[src/rtl/pair_match_pkg.sv]
// Shared types and helpers for the memory-game turn/match controller.
package pair_match_pkg;

    localparam int MAX_CARDS   = 16;
    localparam int MAX_LABEL_W = 8;

    typedef enum logic [1:0] {
        HIDDEN   = 2'b00,
        UP       = 2'b01,
        MATCH_P1 = 2'b10,
        MATCH_P2 = 2'b11
    } card_state_e;

    typedef enum logic [2:0] {
        PICK1     = 3'd0,
        PICK2     = 3'd1,
        COMPARE   = 3'd2,
        SHOW_MISS = 3'd3,
        DONE      = 3'd4
    } state_e;

    localparam logic [1:0] WIN_NONE = 2'b00;
    localparam logic [1:0] WIN_P1   = 2'b01;
    localparam logic [1:0] WIN_P2   = 2'b10;
    localparam logic [1:0] WIN_TIE  = 2'b11;

    typedef logic [MAX_CARDS*MAX_LABEL_W-1:0] label_tbl_t;

    // Caller truncates the result to its own label width.
    function automatic logic [MAX_LABEL_W-1:0] label_at(input label_tbl_t tbl,
                                                        input int unsigned lw,
                                                        input int unsigned idx);
        return MAX_LABEL_W'(tbl >> (idx * lw));
    endfunction

    function automatic logic [1:0] winner_of(input logic [3:0] s1, input logic [3:0] s2);
        if (s1 > s2)      return WIN_P1;
        else if (s2 > s1) return WIN_P2;
        else              return WIN_TIE;
    endfunction

endpackage

[src/rtl/pair_match_ctrl_cycle_timer.sv]
// Loadable down-counter; expired is high for the single enabled cycle that counts 1 -> 0.
module cycle_timer #(
    parameter int CYCLES = 4
) (
    input  logic clk,
    input  logic rst,
    input  logic load,
    input  logic en,
    output logic expired
);

    localparam int W = $clog2(CYCLES + 1);
    localparam logic [W-1:0] RELOAD = W'(CYCLES);

    logic [W-1:0] cnt_q, cnt_d;

    always_comb begin
        cnt_d = cnt_q;
        if (load)
            cnt_d = RELOAD;
        else if (en && (cnt_q != '0))
            cnt_d = cnt_q - 1'b1;
    end

    always_ff @(posedge clk or negedge rst) begin
        if (!rst) cnt_q <= RELOAD;
        else      cnt_q <= cnt_d;
    end

    assign expired = en && (cnt_q == W'(1));

endmodule

[src/rtl/pair_match_ctrl.sv]
// Turn and match sequencer for the memory game.
// Optional turn timer is enabled with `define TURN_TIMEOUT_EN.
module pair_match_ctrl
    import pair_match_pkg::*;
#(
    parameter int N_CARDS       = 16,
    parameter int LABEL_W       = 4,
    parameter int REVEAL_CYCLES = 50_000_000,
    parameter int TURN_CYCLES   = 500_000_000
) (
    input  logic                       clk,
    input  logic                       rst,
    input  logic                       select,
    input  logic [3:0]                 cursor,
    input  logic [N_CARDS*LABEL_W-1:0] labels,
    output logic [N_CARDS*2-1:0]       card_st,
    output logic                       player,
    output logic [3:0]                 score1,
    output logic [3:0]                 score2,
    output logic                       busy,
    output logic                       sel_err,
    output logic                       turn_to,
    output logic                       game_over,
    output logic [1:0]                 winner
);

    localparam int IDX_W = (N_CARDS > 2) ? $clog2(N_CARDS) : 1;
    localparam logic [3:0] PAIRS_INIT = 4'(N_CARDS / 2);
    localparam logic [4:0] N_CARDS_5  = 5'(N_CARDS);

    state_e            state_q, state_d;
    card_state_e       card_q [N_CARDS];
    card_state_e       card_d [N_CARDS];
    logic [IDX_W-1:0]  idx1_q, idx1_d, idx2_q, idx2_d;
    logic              player_q, player_d;
    logic [3:0]        score1_q, score1_d, score2_q, score2_d;
    logic [3:0]        pairs_left_q, pairs_left_d;
    logic              busy_q, busy_d, sel_err_q, sel_err_d, turn_to_q, turn_to_d;
    logic              game_over_q, game_over_d;
    logic [1:0]        winner_q, winner_d;

    label_tbl_t        tbl;
    logic [LABEL_W-1:0] lbl1, lbl2;
    logic              cursor_ok, cur_hidden, accept_sel, labels_eq;
    logic [IDX_W-1:0]  cur_idx;
    logic              reveal_load, reveal_en, reveal_exp, turn_exp;

    assign tbl       = label_tbl_t'(labels);
    assign lbl1      = LABEL_W'(label_at(tbl, LABEL_W, 32'(idx1_q)));
    assign lbl2      = LABEL_W'(label_at(tbl, LABEL_W, 32'(idx2_q)));
    assign labels_eq = (lbl1 == lbl2);

    assign cursor_ok  = ({1'b0, cursor} < N_CARDS_5);
    assign cur_idx    = cursor[IDX_W-1:0];
    assign cur_hidden = cursor_ok && (card_q[cur_idx] == HIDDEN);
    assign accept_sel = select && cur_hidden &&
                        ((state_q == PICK1) || ((state_q == PICK2) && (cur_idx != idx1_q)));

    assign reveal_load = (state_q == COMPARE) && !labels_eq;
    assign reveal_en   = (state_q == SHOW_MISS);

    cycle_timer #(.CYCLES(REVEAL_CYCLES)) u_reveal_timer (
        .clk     (clk),
        .rst     (rst),
        .load    (reveal_load),
        .en      (reveal_en),
        .expired (reveal_exp)
    );

`ifdef TURN_TIMEOUT_EN
    logic turn_load, turn_en;
    assign turn_en   = (state_q == PICK1) || (state_q == PICK2);
    // Reload on every accepted select, after a timeout, and whenever PICK1 is re-entered.
    assign turn_load = accept_sel || turn_exp || ((state_d == PICK1) && (state_q != PICK1));

    cycle_timer #(.CYCLES(TURN_CYCLES)) u_turn_timer (
        .clk     (clk),
        .rst     (rst),
        .load    (turn_load),
        .en      (turn_en),
        .expired (turn_exp)
    );
`else
    assign turn_exp = 1'b0;
`endif

    always_comb begin
        state_d      = state_q;
        card_d       = card_q;
        idx1_d       = idx1_q;
        idx2_d       = idx2_q;
        player_d     = player_q;
        score1_d     = score1_q;
        score2_d     = score2_q;
        pairs_left_d = pairs_left_q;
        sel_err_d    = 1'b0;
        turn_to_d    = 1'b0;

        case (state_q)
            PICK1: begin
                if (accept_sel) begin
                    card_d[cur_idx] = UP;
                    idx1_d          = cur_idx;
                    state_d         = PICK2;
                end else begin
                    sel_err_d = select;
                    if (turn_exp) begin
                        turn_to_d = 1'b1;
                        player_d  = ~player_q;
                    end
                end
            end
            PICK2: begin
                if (accept_sel) begin
                    card_d[cur_idx] = UP;
                    idx2_d          = cur_idx;
                    state_d         = COMPARE;
                end else begin
                    sel_err_d = select;
                    if (turn_exp) begin
                        card_d[idx1_q] = HIDDEN;
                        turn_to_d      = 1'b1;
                        player_d       = ~player_q;
                        state_d        = PICK1;
                    end
                end
            end
            COMPARE: begin
                if (labels_eq) begin
                    card_d[idx1_q] = player_q ? MATCH_P2 : MATCH_P1;
                    card_d[idx2_q] = player_q ? MATCH_P2 : MATCH_P1;
                    if (player_q) score2_d = score2_q + 4'd1;
                    else          score1_d = score1_q + 4'd1;
                    pairs_left_d = pairs_left_q - 4'd1;
                    state_d      = (pairs_left_q == 4'd1) ? DONE : PICK1;
                end else begin
                    state_d = SHOW_MISS;
                end
            end
            SHOW_MISS: begin
                if (reveal_exp) begin
                    card_d[idx1_q] = HIDDEN;
                    card_d[idx2_q] = HIDDEN;
                    player_d       = ~player_q;
                    state_d        = PICK1;
                end
            end
            DONE: begin
                state_d = DONE;
            end
            default: begin
                state_d = PICK1;
            end
        endcase

        // Status outputs are registered from the next state so they line up with it.
        busy_d      = (state_d == COMPARE) || (state_d == SHOW_MISS);
        game_over_d = (state_d == DONE);
        winner_d    = (state_d == DONE) ? winner_of(score1_d, score2_d) : WIN_NONE;
    end

    always_ff @(posedge clk or negedge rst) begin
        if (!rst) begin
            state_q      <= PICK1;
            for (int i = 0; i < N_CARDS; i++) card_q[i] <= HIDDEN;
            idx1_q       <= '0;
            idx2_q       <= '0;
            player_q     <= 1'b0;
            score1_q     <= '0;
            score2_q     <= '0;
            pairs_left_q <= PAIRS_INIT;
            busy_q       <= 1'b0;
            sel_err_q    <= 1'b0;
            turn_to_q    <= 1'b0;
            game_over_q  <= 1'b0;
            winner_q     <= WIN_NONE;
        end else begin
            state_q      <= state_d;
            card_q       <= card_d;
            idx1_q       <= idx1_d;
            idx2_q       <= idx2_d;
            player_q     <= player_d;
            score1_q     <= score1_d;
            score2_q     <= score2_d;
            pairs_left_q <= pairs_left_d;
            busy_q       <= busy_d;
            sel_err_q    <= sel_err_d;
            turn_to_q    <= turn_to_d;
            game_over_q  <= game_over_d;
            winner_q     <= winner_d;
        end
    end

    for (genvar g = 0; g < N_CARDS; g++) begin : g_card_out
        assign card_st[2*g +: 2] = card_q[g];
    end

    assign player    = player_q;
    assign score1    = score1_q;
    assign score2    = score2_q;
    assign busy      = busy_q;
    assign sel_err   = sel_err_q;
    assign turn_to   = turn_to_q;
    assign game_over = game_over_q;
    assign winner    = winner_q;

endmodule

[config.mk]
export PLATFORM = sky130hd
export DESIGN_NAME = pair_match_ctrl
export DESIGN_NICKNAME = d
export VERILOG_FILES = /design/src/rtl/pair_match_pkg.sv /design/src/rtl/pair_match_ctrl_cycle_timer.sv /design/src/rtl/pair_match_ctrl.sv
export SDC_FILE = /design/constraint.sdc
export NUM_CORES = 1
export LEC_CHECK = 0
export ABC_AREA = 1
export CELL_PAD_IN_SITES_DETAIL_PLACEMENT = 1
export CELL_PAD_IN_SITES_GLOBAL_PLACEMENT = 2
export CORE_UTILIZATION = 29
export CTS_CLUSTER_DIAMETER = 100
export CTS_CLUSTER_SIZE = 10
export DETAILED_ROUTE_END_ITERATION = 7
export PLACE_DENSITY_LB_ADDON = 0.1
export SYNTH_ARGS = -nofsm -noshare
export SYNTH_HDL_FRONTEND = slang
export SYNTH_SLANG_ARGS = --single-unit
[constraint.sdc]
create_clock -name clk -period 3.2 [get_ports clk]
set_clock_uncertainty 0.1 [all_clocks]
set_input_delay 0.64 -clock clk [delete_from_list [all_inputs] [get_ports clk]]
set_output_delay 0.64 -clock clk [all_outputs]
set_load 0.005 [all_outputs]
; Word-level counts from Yosys, hierarchy flattened
; Cells that the tools add are included.
; W data, S select, Z words.
[word_totals]
regBits = 87
input_bits = 71
output_inout_bits = 47
[op_classes]
add_sub_neg = 4
magnitude_cmp = 8
n_eq_ne = 14
shifts = 2
muxes = 35
bitwise = 11
n_reduce_logical = 23
[op_table]
columns = op, n
row1 = $shr A64 B6 Y4, 2
row2 = $mux W32, 3
row3 = $pmux W32 S3, 1
row4 = $and A32 B32 Y32, 2
row5 = $bwmux W32, 2
row6 = $not A32 Y32, 2
row7 = $mux W26, 2
row8 = $eq A26 B1 Y1 const B, 1
row9 = $reduce_bool A26 Y1, 1
row10 = $sub A26 B1 Y26 const B, 1
row11 = $demux W2 S4, 3
row12 = $mux W4, 6
row13 = $and A16 B16 Y16, 1
row14 = $not A16 Y16, 1
row15 = $or A16 B16 Y16, 1
row16 = $ge A5 B5 Y1 const B, 3
row17 = $lt A5 B1 Y1 const B, 3
row18 = $mux W3, 5
row19 = $not A4 Y5, 3
row20 = $pmux W3 S5, 1
row21 = $mux W2, 7
row22 = $eq A3 B2 Y1 const B, 4
row23 = $logic_and A1 B1 Y1, 9
row24 = $add A4 B1 Y4 const B, 2
row25 = 21 further kinds, 31

; Depth between registers and ports, before layout
; Gate-level depths: netlist of run 1.
[logic_depth]
word_depth = 11
mapped_depth = 24
ltp_nobuf = 23

; By module
; From an unflattened synthesis of run 1, not the netlist that was laid out.
[hier_totals]
cells_unflattened = 1273
area_unflattened_um2 = 7531.0
[modules_own_cells]
columns = module, n_inst, cells_per_inst, area_each_um2
row1 = pair_match_ctrl, 1, 987, 5655.4
row2 = cycle_timer, 1, 286, 1875.5

; Worst setup path before layout of run 1
; No wires, ideal clock.
[synth_path]
path_kind = input port to flip-flop
from = in labels[19]
to = reg winner_q[0] (netlist: winner[0])
setup_ns = 0.077
t_arrival_ns = 2.651
slack_ns = 0.372
cell_stages = 21
n_path_buf = 0
path_cell_list = inv_1 > o21ai_0 > nand2_1 > nand2_1 > nand2_1 > nand2_1 > nor2_1 > nand2_1 > nand2_1 > nor2_1 > nand2_2 > nor2_2 > nand2_1 > nand2_1 > nand2_1 > ha_1 > inv_1 > o21bai_1 > a221oi_1 > a31oi_1 > a21oi_1
[synth_via]
elab_chain_cells = 8
elab_cells_between_ends = 15
classes_between = order compare: 2 / eq/ne: 2 / shift: 2 / mux: 9
[synth_lines]
columns = element, line_no
row1 = "start, declared", pair_match_ctrl.sv:15  ; input logic [N_CARDS*LABEL_W-1:0] labels,
row2 = $shr A64 B6 Y4, pair_match_pkg.sv:33  ; return MAX_LABEL_W'(tbl >> (idx * lw));
row3 = $eq A4 B4 Y1 *, pair_match_ctrl.sv:51  ; assign labels_eq = (lbl1 == lbl2);
row4 = $mux W4, pair_match_ctrl.sv:129  ; if (labels_eq) begin
row5 = $mux W4, pair_match_ctrl.sv:99  ; case (state_q)
row6 = $gt A4 B4 Y1, pair_match_pkg.sv:38  ; else if (s2 > s1) return WIN_P2;
row7 = $mux W1, pair_match_pkg.sv:38
row8 = $mux W2, pair_match_pkg.sv:37  ; if (s1 > s2) return WIN_P1;
row9 = $mux W2 *, pair_match_ctrl.sv:159  ; winner_d = (state_d == DONE) ? winner_of(score1_d, score2_d) : WIN_NONE;
row10 = named net winner_d[0], pair_match_ctrl.sv:40  ; logic [1:0] winner_q, winner_d;
row11 = "end signal, assigned", pair_match_ctrl.sv:190  ; winner_q <= winner_d;
row12 = "end, declared", pair_match_ctrl.sv:40
; Mark *: on every way through the listed nets, which the timed path passes. The rest lies on a longest branch.
; A chain may end at the register's enable or synchronous reset.

; Worst setup path after layout of run 1
[layout_path]
from = in labels[33]
to = reg winner_q[0] (netlist: winner[0])
; The elaborated chain is that of the path after synthesis.

==> impl_metrics.csv, run 1 <==
group,metric,value,unit
setup_path,max_fanout_on_critical_path,4,
logic_synthesis,syn_area,7440,um^2
final_layout,fin_nets,1474,
setup_path,cpLargestDelayFamily,"simple AND/OR/NAND/NOR gates",
logic_synthesis,synthArstFlopShare,100,%
logic_synthesis,yosys.area.top_type,"nand2_1",
final_layout,final_common_cell,"nand2_1",
cts,cts_tree,"yes",
routing,ant_nets,0,
placement,dp_hpwl,21900,um
cts,clock_network_latency_to_the_later_pin_of_the_worst_skew_pair,0.35,ns
sta,rsz0062_at_grt,"true",
final_layout,fillCellCount,3281,
logic_synthesis,synthFlopType,"dfrtp_1",
power_and_ir_drop,ir_worst_vdd,0.251,mV
final_layout,commonest_non_fill_non_tap_cells_in_the_layout,"nand2_1, inv_1, nor2_1",
sta,hold-worst-slack,0.244,ns
setup_path,critical_path.slowest_cell,"clkdlybuf4s50_1",
die,initial_utilization,29.5,%
sta,layout_worst_path_cycle_share,95.4,%
cts,htree_num_levels,3,
setup_path,critical_path_source_type,"input pin",
global_routing,antenna_violations_before_repair,0,
final_layout,area.growth.synth_to_final,34.6,%
sta,finalMaxSlewViolations,0,
setup_path,cp.required,3.38,ns
final_layout,number_of_antenna_cells_inserted,0,
routing,route.detailed.wl_per_inst,16.8,um
global_routing,grt_max_degree,49,
cts,max-clock-path-buffers,2,
logic_synthesis,synthesized_area_per_cell,5.99,um^2
cts,clkTransAtPathRegs,0.08,ns
sta,finalCriticalPeriod,3.05,ns
placement,portBuffers,116,
hold_path,timing.hold.worst.class,"input pin to asynchronous set/reset pin",
die,floorplan.die_area,26300,um^2
setup_path,worst_r2r_startpoint,"idx2_q[0]",
setup_path,crit-reg2reg-capture,"winner[0]",
placement,placedCellCount,1706,
logic_synthesis,synth-adder-area-share,1.85,%
die,core,25200,um^2
status,run_status,"complete, no violations",
routing,sum_of_routed_wire_length_over_all_layers,29100,um
cts,cts_inserted_buffers,9,
setup_path,path_class,"input pin to flip-flop",
routing,drt-vias-per-instance,4.93,
flow_run,max_cap_violations,0,
logic_synthesis,synth.yosys.seq_area_share,29.5,%
power_and_ir_drop,leakagePower,0.00493,uW
logic_synthesis,number_of_unique_standard_cell_types_used_by_synthesis,40,
sta,final_tns_setup,0,ns
routing,route.vias.total,8519,
global_routing,grt_first_pass_wirelength,46800,um
logic_synthesis,ys_warn_count,0,
setup_path,r2r_cells,23,
setup_path,crit_buf_inv,4,
sta,timing_hold_violations_final,0,
die,floorplan.die.width,162,um
setup_path,timing.critical_path.mode_cell,"nand2_1",
logic_synthesis,combinational_family_with_the_most_area_after_synthesis,"simple AND/OR/NAND/NOR gates",
setup_path,setup.reg_to_reg.worst_slack,0.20,ns
logic_synthesis,synth_xor_area_share,2.83,%
logic_synthesis,synth-edff-count,0,
sta,final-setup-viol-count,0,
logic_synthesis,area_fraction_in_and_or_nand_and_nor_cells_after_synthesis,44.8,%
setup_path,worst_ep_arrival_time,3.23,ns
power_and_ir_drop,pwrdens,265,nW/um^2
cts,cts-root-buf,"clkbuf_16",
sta,worst_slew_pin_slew,0.750,ns
logic_synthesis,synth_compound_area_share,10.9,%
final_layout,postLayoutCellArea,10000,um^2
global_routing,grt_overflow,0,
setup_path,cp_cell_sequence,"clkdlybuf4s50_1 > inv_2 > o21ai_0 > nand2_1 > nand2_1 > nand2_1 > nand2_1 > nor2_1 > nand2_1 > nand2_1 > nor2_4 > nand2_2 > buf_4 > nand2_1 > nand2_1 > a21boi_1 > ha_1 > nand2_1 > inv_1 > a221oi_2 > a31oi_1 > a21oi_1",
placement,globalplace.congestion,0.869,
cts,cts_num_sinks,87,
global_routing,number_of_global_route_vias_before_repair,8755,
sta,clock.fmax,328,MHz
final_layout,drive_above_1_share,12.0,%
logic_synthesis,synthCells,1242,
logic_synthesis,synth_top_area_share,27.2,%
logic_synthesis,mappedNetlistNets,1324,
routing,drc_errors,0,
global_routing,track_usage,22.6,%
routing,first_pass_iters,5,
setup_path,delay_of_the_slowest_cell_on_the_worst_path,0.47,ns
logic_synthesis,synth.ff_latch_count,87,
die,core.rowCount,58,
power_and_ir_drop,power,2660,uW
placement,placed_cell_area,9360,um^2
setup_path,end_kind,"flip-flop",
final_layout,final-instance-count-excl-fill,1727,
logic_synthesis,post_synth_mux_area_share,0,%
sta,slew-limit-headroom,50.0,%
logic_synthesis,synth_top_cells_by_area,"nand2_1, dfrtp_1, inv_1",
routing,drt_iter0_markers,419,
die,die_height,162,um
die,design.portCount,118,
[where the power goes]
part	internal [uW]	leakage [uW]	total, uW	switching [uW]
Clock	777	0.000174	1280	499
Sequential	1100	0.00106	1100	0
Combinational	129	0.00369	280	151
[kinds of logic after synthesis]
| group | Yosys count |
|---|---|
| and+or+nand+nor | 801 |
| buffers and inverters | 178 |
| AOI/OAI and AO/OA | 140 |
| DFF | 87 |
| xor gates and xnor gates | 24 |
| adders and majority gates | 11 |
| other | 1 |
[Yosys cell counts (4+ instances only)]
| master | instances |
|---|---|
| a21oi_1 | 24 |
| buf_1 | 4 |
| buf_2 | 20 |
| buf_6 | 6 |
| clkbuf_1 | 16 |
| dfrtp_1 | 74 |
| dfstp_2 | 13 |
| ha_1 | 11 |
| inv_1 | 119 |
| inv_2 | 10 |
| nand2_1 | 538 |
| nand3_1 | 50 |
| nand3b_1 | 5 |
| nand4_1 | 58 |
| nor2_1 | 113 |
| nor3_1 | 14 |
| nor3b_1 | 7 |
| nor4_1 | 4 |
| o211ai_1 | 20 |
| o21ai_0 | 66 |
| o21ai_1 | 12 |
| o221ai_1 | 8 |
| xnor2_1 | 10 |
| xor2_1 | 14 |
[worst register-to-register path: cells and delay by family, from the launching register on]
kind / cells / cell delay, ns
compound gates: 4 / 0.59
buf+inv: 4 / 0.47
flops: 1 / 0.47
simple gates: 14 / 1.03
fa+ha+maj: 1 / 0.27
[per-stage QoR]
stage	utilization, %	setup WS [ns]
detailed placement	37.2	-0.537
CTS	38.6	0.00671
global route	39.8	-0.0718
finish	39.8	0.147
global placement	37.2	-0.441
floorplan	-	0.372
[layer usage]
layer	part of all wire [%]	GRT usage, %
met3	3.6	3.19
met1	47	29.4
met5	0	0
met2	49	39.8
met4	0.91	4.07
[timing repair]
action                     4_1_cts  5_1_grt
hold buffers                     0        0
buffers inserted                 0        3
gates resized for setup          5       94
setup endpoints to repair        2        2
gates cloned                     0        2
pin swaps                        0       47
[registers in the layout, indices dropped and copies added, names as in the netlist]
signal and flops:
pairs_left_q 4, idx2_q 4, player 1, busy 1, sel_err 1, idx1_q 4, winner 2, score1 4
score2 4, game_over 1, card_st 32, state_q 3, u_reveal_timer.cnt_q 26
[worst max path at each step]
stage / from / to / cells after the start
6_report: labels[33] / winner[0] / 22
5_1_grt: idx2_q[0] / winner[0] / 22
4_1_cts: labels[24] / winner[0] / 22
3_5_place_dp: labels[6] / winner[0] / 22
3_3_place_gp: labels[25] / winner[0] / 22
2_1_floorplan: labels[19] / winner[0] / 21
[layout make-up]
type | instances | area (um^2) | share of cell area, %
multi-input combinational | 977 | 4630 | 46.2
tap | 330 | 413 | 4.12
clock inverter | 7 | 126 | 1.26
timing repair buffer | 188 | 1940 | 19.3
clock buffer | 9 | 225 | 2.25
sequential | 87 | 2200 | 21.9
inverter | 129 | 487 | 4.86
(Power assumes the default switching activity.)
==> run 2: changes to the inputs <==
--- a/config.mk
+++ b/config.mk
@@ -5,10 +5,9 @@
 export SDC_FILE = /design/constraint.sdc
 export NUM_CORES = 1
 export LEC_CHECK = 0
-export ABC_AREA = 1
 export CELL_PAD_IN_SITES_DETAIL_PLACEMENT = 1
 export CELL_PAD_IN_SITES_GLOBAL_PLACEMENT = 2
-export CORE_UTILIZATION = 29
+export CORE_UTILIZATION = 33
 export CTS_CLUSTER_DIAMETER = 100
 export CTS_CLUSTER_SIZE = 10
 export DETAILED_ROUTE_END_ITERATION = 7
==> impl_metrics.csv, run 2 <==
group,metric,value,unit
logic_synthesis,synth.yosys.seq_area_share,36.8,%
logic_synthesis,synthCells,601,
routing,drt-vias-per-instance,5.75,
routing,drc_errors,0,
die,floorplan.die.width,136,um
final_layout,commonest_non_fill_non_tap_cells_in_the_layout,"clkdlybuf4s50_1, dfrtp_1, buf_4",
logic_synthesis,synth_top_cells_by_area,"dfrtp_1, mux4_2, dfstp_2",
logic_synthesis,synthArstFlopShare,100,%
die,floorplan.die_area,18600,um^2
final_layout,postLayoutCellArea,8560,um^2
logic_synthesis,syn_area,5960,um^2
final_layout,largest_register_ffs,32,
final_layout,final_util,49.0,%
die,die_height,136,um
logic_synthesis,synthesized_area_per_cell,9.92,um^2
cts,cts-root-buf,"clkbuf_16",
logic_synthesis,yosysMostFrequentCell,"dfrtp_1",
final_layout,number_of_antenna_cells_inserted,0,
placement,globalplace.congestion,0.799,
routing,first_pass_iters,4,
routing,route.vias.total,5750,
cts,cts_num_sinks,87,
sta,finalMaxSlewViolations,0,
logic_synthesis,synth_top_area_share,31.1,%
final_layout,final_common_cell,"clkdlybuf4s50_1",
cts,clock_network_latency_to_the_later_pin_of_the_worst_skew_pair,0.35,ns
cts,max-clock-path-buffers,2,
logic_synthesis,synth-edff-count,0,
sta,final_tns_setup,-4.41,ns
setup_path,cp_cell_sequence,"clkdlybuf4s50_1 > mux4_2 > a22oi_2 > nand2_2 > xor2_2 > or4_4 > nor2_4 > mux2_4 > ha_4 > nor2b_4 > o21ai_2 > nand2b_1 > a21oi_2 > buf_4 > nor3_2",
die,design.portCount,118,
sta,final-setup-viol-count,33,
global_routing,track_usage,24.1,%
global_routing,number_of_global_route_vias_before_repair,6065,
sta,rsz0062_at_grt,"true",
sta,worst_slew_pin_slew,0.667,ns
logic_synthesis,synth.ff_latch_count,87,
global_routing,grt_first_pass_wirelength,33900,um
logic_synthesis,number_of_unique_standard_cell_types_used_by_synthesis,58,
hold_path,timing.hold.worst.class,"input pin to asynchronous set/reset pin",
setup_path,critical_path_source_type,"input pin",
power_and_ir_drop,ir_worst_vdd,0.249,mV
routing,drt_iter0_markers,256,
status,violations_in_the_final_reports,"setup timing",
logic_synthesis,synthFlopType,"dfrtp_1",
cts,number_of_buffers_added_to_fix_hold_violations_after_cts,0,
routing,route.detailed.wl_per_inst,21.8,um
flow_run,max_cap_violations,0,
setup_path,delay_of_the_slowest_cell_on_the_worst_path,0.61,ns
placement,dp_hpwl,15400,um
final_layout,drive_above_1_share,27.9,%
final_layout,fin_nets,852,
setup_path,worst_ep_arrival_time,3.93,ns
sta,finalCriticalPeriod,3.80,ns
die,core.rowCount,48,
setup_path,end_kind,"flip-flop",
setup_path,cpLargestDelayFamily,"simple AND/OR/NAND/NOR gates",
logic_synthesis,mappedNetlistNets,683,
logic_synthesis,yosys.area.top_type,"dfrtp_1",
logic_synthesis,ys_warn_count,0,
sta,setup_ws,-0.599,ns
logic_synthesis,synth.top_cells.by_count,"dfrtp_1, a21oi_1, nor2_1",
power_and_ir_drop,leakagePower,0.00326,uW
power_and_ir_drop,pwrdens,309,nW/um^2
setup_path,crit_buf_inv,2,
cts,clkTransAtPathRegs,0.07,ns
routing,sum_of_routed_wire_length_over_all_layers,21800,um
global_routing,grt_max_degree,51,
setup_path,cp.required,3.33,ns
placement,portBuffers,116,
setup_path,critical_path.slowest_cell,"or4_4",
sta,slew-limit-headroom,55.4,%
setup_path,max_fanout_on_critical_path,3,
cts,cts_inserted_buffers,9,
sta,layout_worst_path_cycle_share,119,%
cts,htree_num_levels,3,
global_routing,grt_overflow,0,
die,initial_utilization,34.1,%
power_and_ir_drop,power,2640,uW
global_routing,antenna_violations_before_repair,0,
routing,ant_nets,0,
final_layout,area.growth.synth_to_final,43.5,%
sta,timing_hold_violations_final,0,
setup_path,path_class,"input pin to flip-flop",
cts,cts_tree,"yes",
sta,clock.fmax,263,MHz
placement,placed_cell_area,7760,um^2
die,core,17500,um^2
status,run_status,"finished, violations left",
run 2: per-stage QoR:
step                      instances  hold WS [ns]  worst slack, ns
after global placement          961         0.382           -0.962
after global routing           1000         0.210           -0.730
final                          1000         0.173           -0.599
after floorplan                 601         0.244           -0.364
after CTS                       987         0.190           -0.648
after detailed placement        961         0.396            -1.07
run 2: final cells by class:
class,count,area [um^2]
multi-input cells,457,3700
flip-flops and latches,87,2190
inverters,13,48.8
well taps,225,282
fillers,1946,8920
repair buffers,202,2020
clock inverters,5,66.3
clock buffers,11,243
run 2: routing by layer:
| metal | wire length (um) | vias to the layer above | global-route usage [%] | part of all wire, % |
|---|---|---|---|---|
| li1 | - | 2616 | - | - |
| met1 | 9720 | 2939 | 32.2 | 45 |
| met2 | 10600 | 171 | 39.7 | 49 |
| met3 | 1100 | 24 | 4.14 | 5.0 |
| met4 | 380 | 0 | 7.47 | 1.7 |
| met5 | 0 | - | 0 | 0 |
run 2: logic make-up after synthesis:
family | after synthesis | synth area share (%)
AND/OR/NAND/NOR | 192 | 17.1
AO/OA/AOI/OAI | 169 | 18.1
flip-flops | 87 | 36.8
buffers and inverters | 57 | 5.14
multiplexers | 44 | 14.6
XOR/XNOR | 40 | 5.87
adder cells (fa/ha/maj) | 11 | 2.31
other | 1 | 0.0629
run 2: what timing repair did:
item	4_1_cts	5_1_grt
buffers inserted	9	11
pin swaps	26	17
cloned	1	3
gates resized for setup	47	45
endpoints found under the setup margin	52	36
run 2: path summary, 6_finish.rpt:
kind | cells past startpoint | slack [ns] | to | start
max reg2reg | 16 | -0.59 | winner[1] | idx1_q[0]
max | 15 | -0.60 | winner[1] | labels[5]
min in group clk | 1 | 0.41 | score1[3] | score1[3]
max in group asynchronous | 2 | 2.07 | u_reveal_timer.cnt_q[17] | rst
min | 1 | 0.17 | card_st[13] | rst
min reg2reg | 1 | 0.41 | score1[3] | score1[3]
run 2: worst register-to-register path: cells and delay by family, from the launching register on:
family	cells	cell delay, ns
compound gates	3	0.49
simple gates	6	1.07
fa+ha+maj	1	0.22
mux	2	0.83
flops	1	0.37
xor+xnor	1	0.19
buf+inv	3	0.41
run 2: power breakdown:
part	switching, uW	internal [uW]	total (uW)
Combinational	198	222	420
Sequential	3.30	1100	1110
Clock	482	637	1120
Total	683	1960	2640
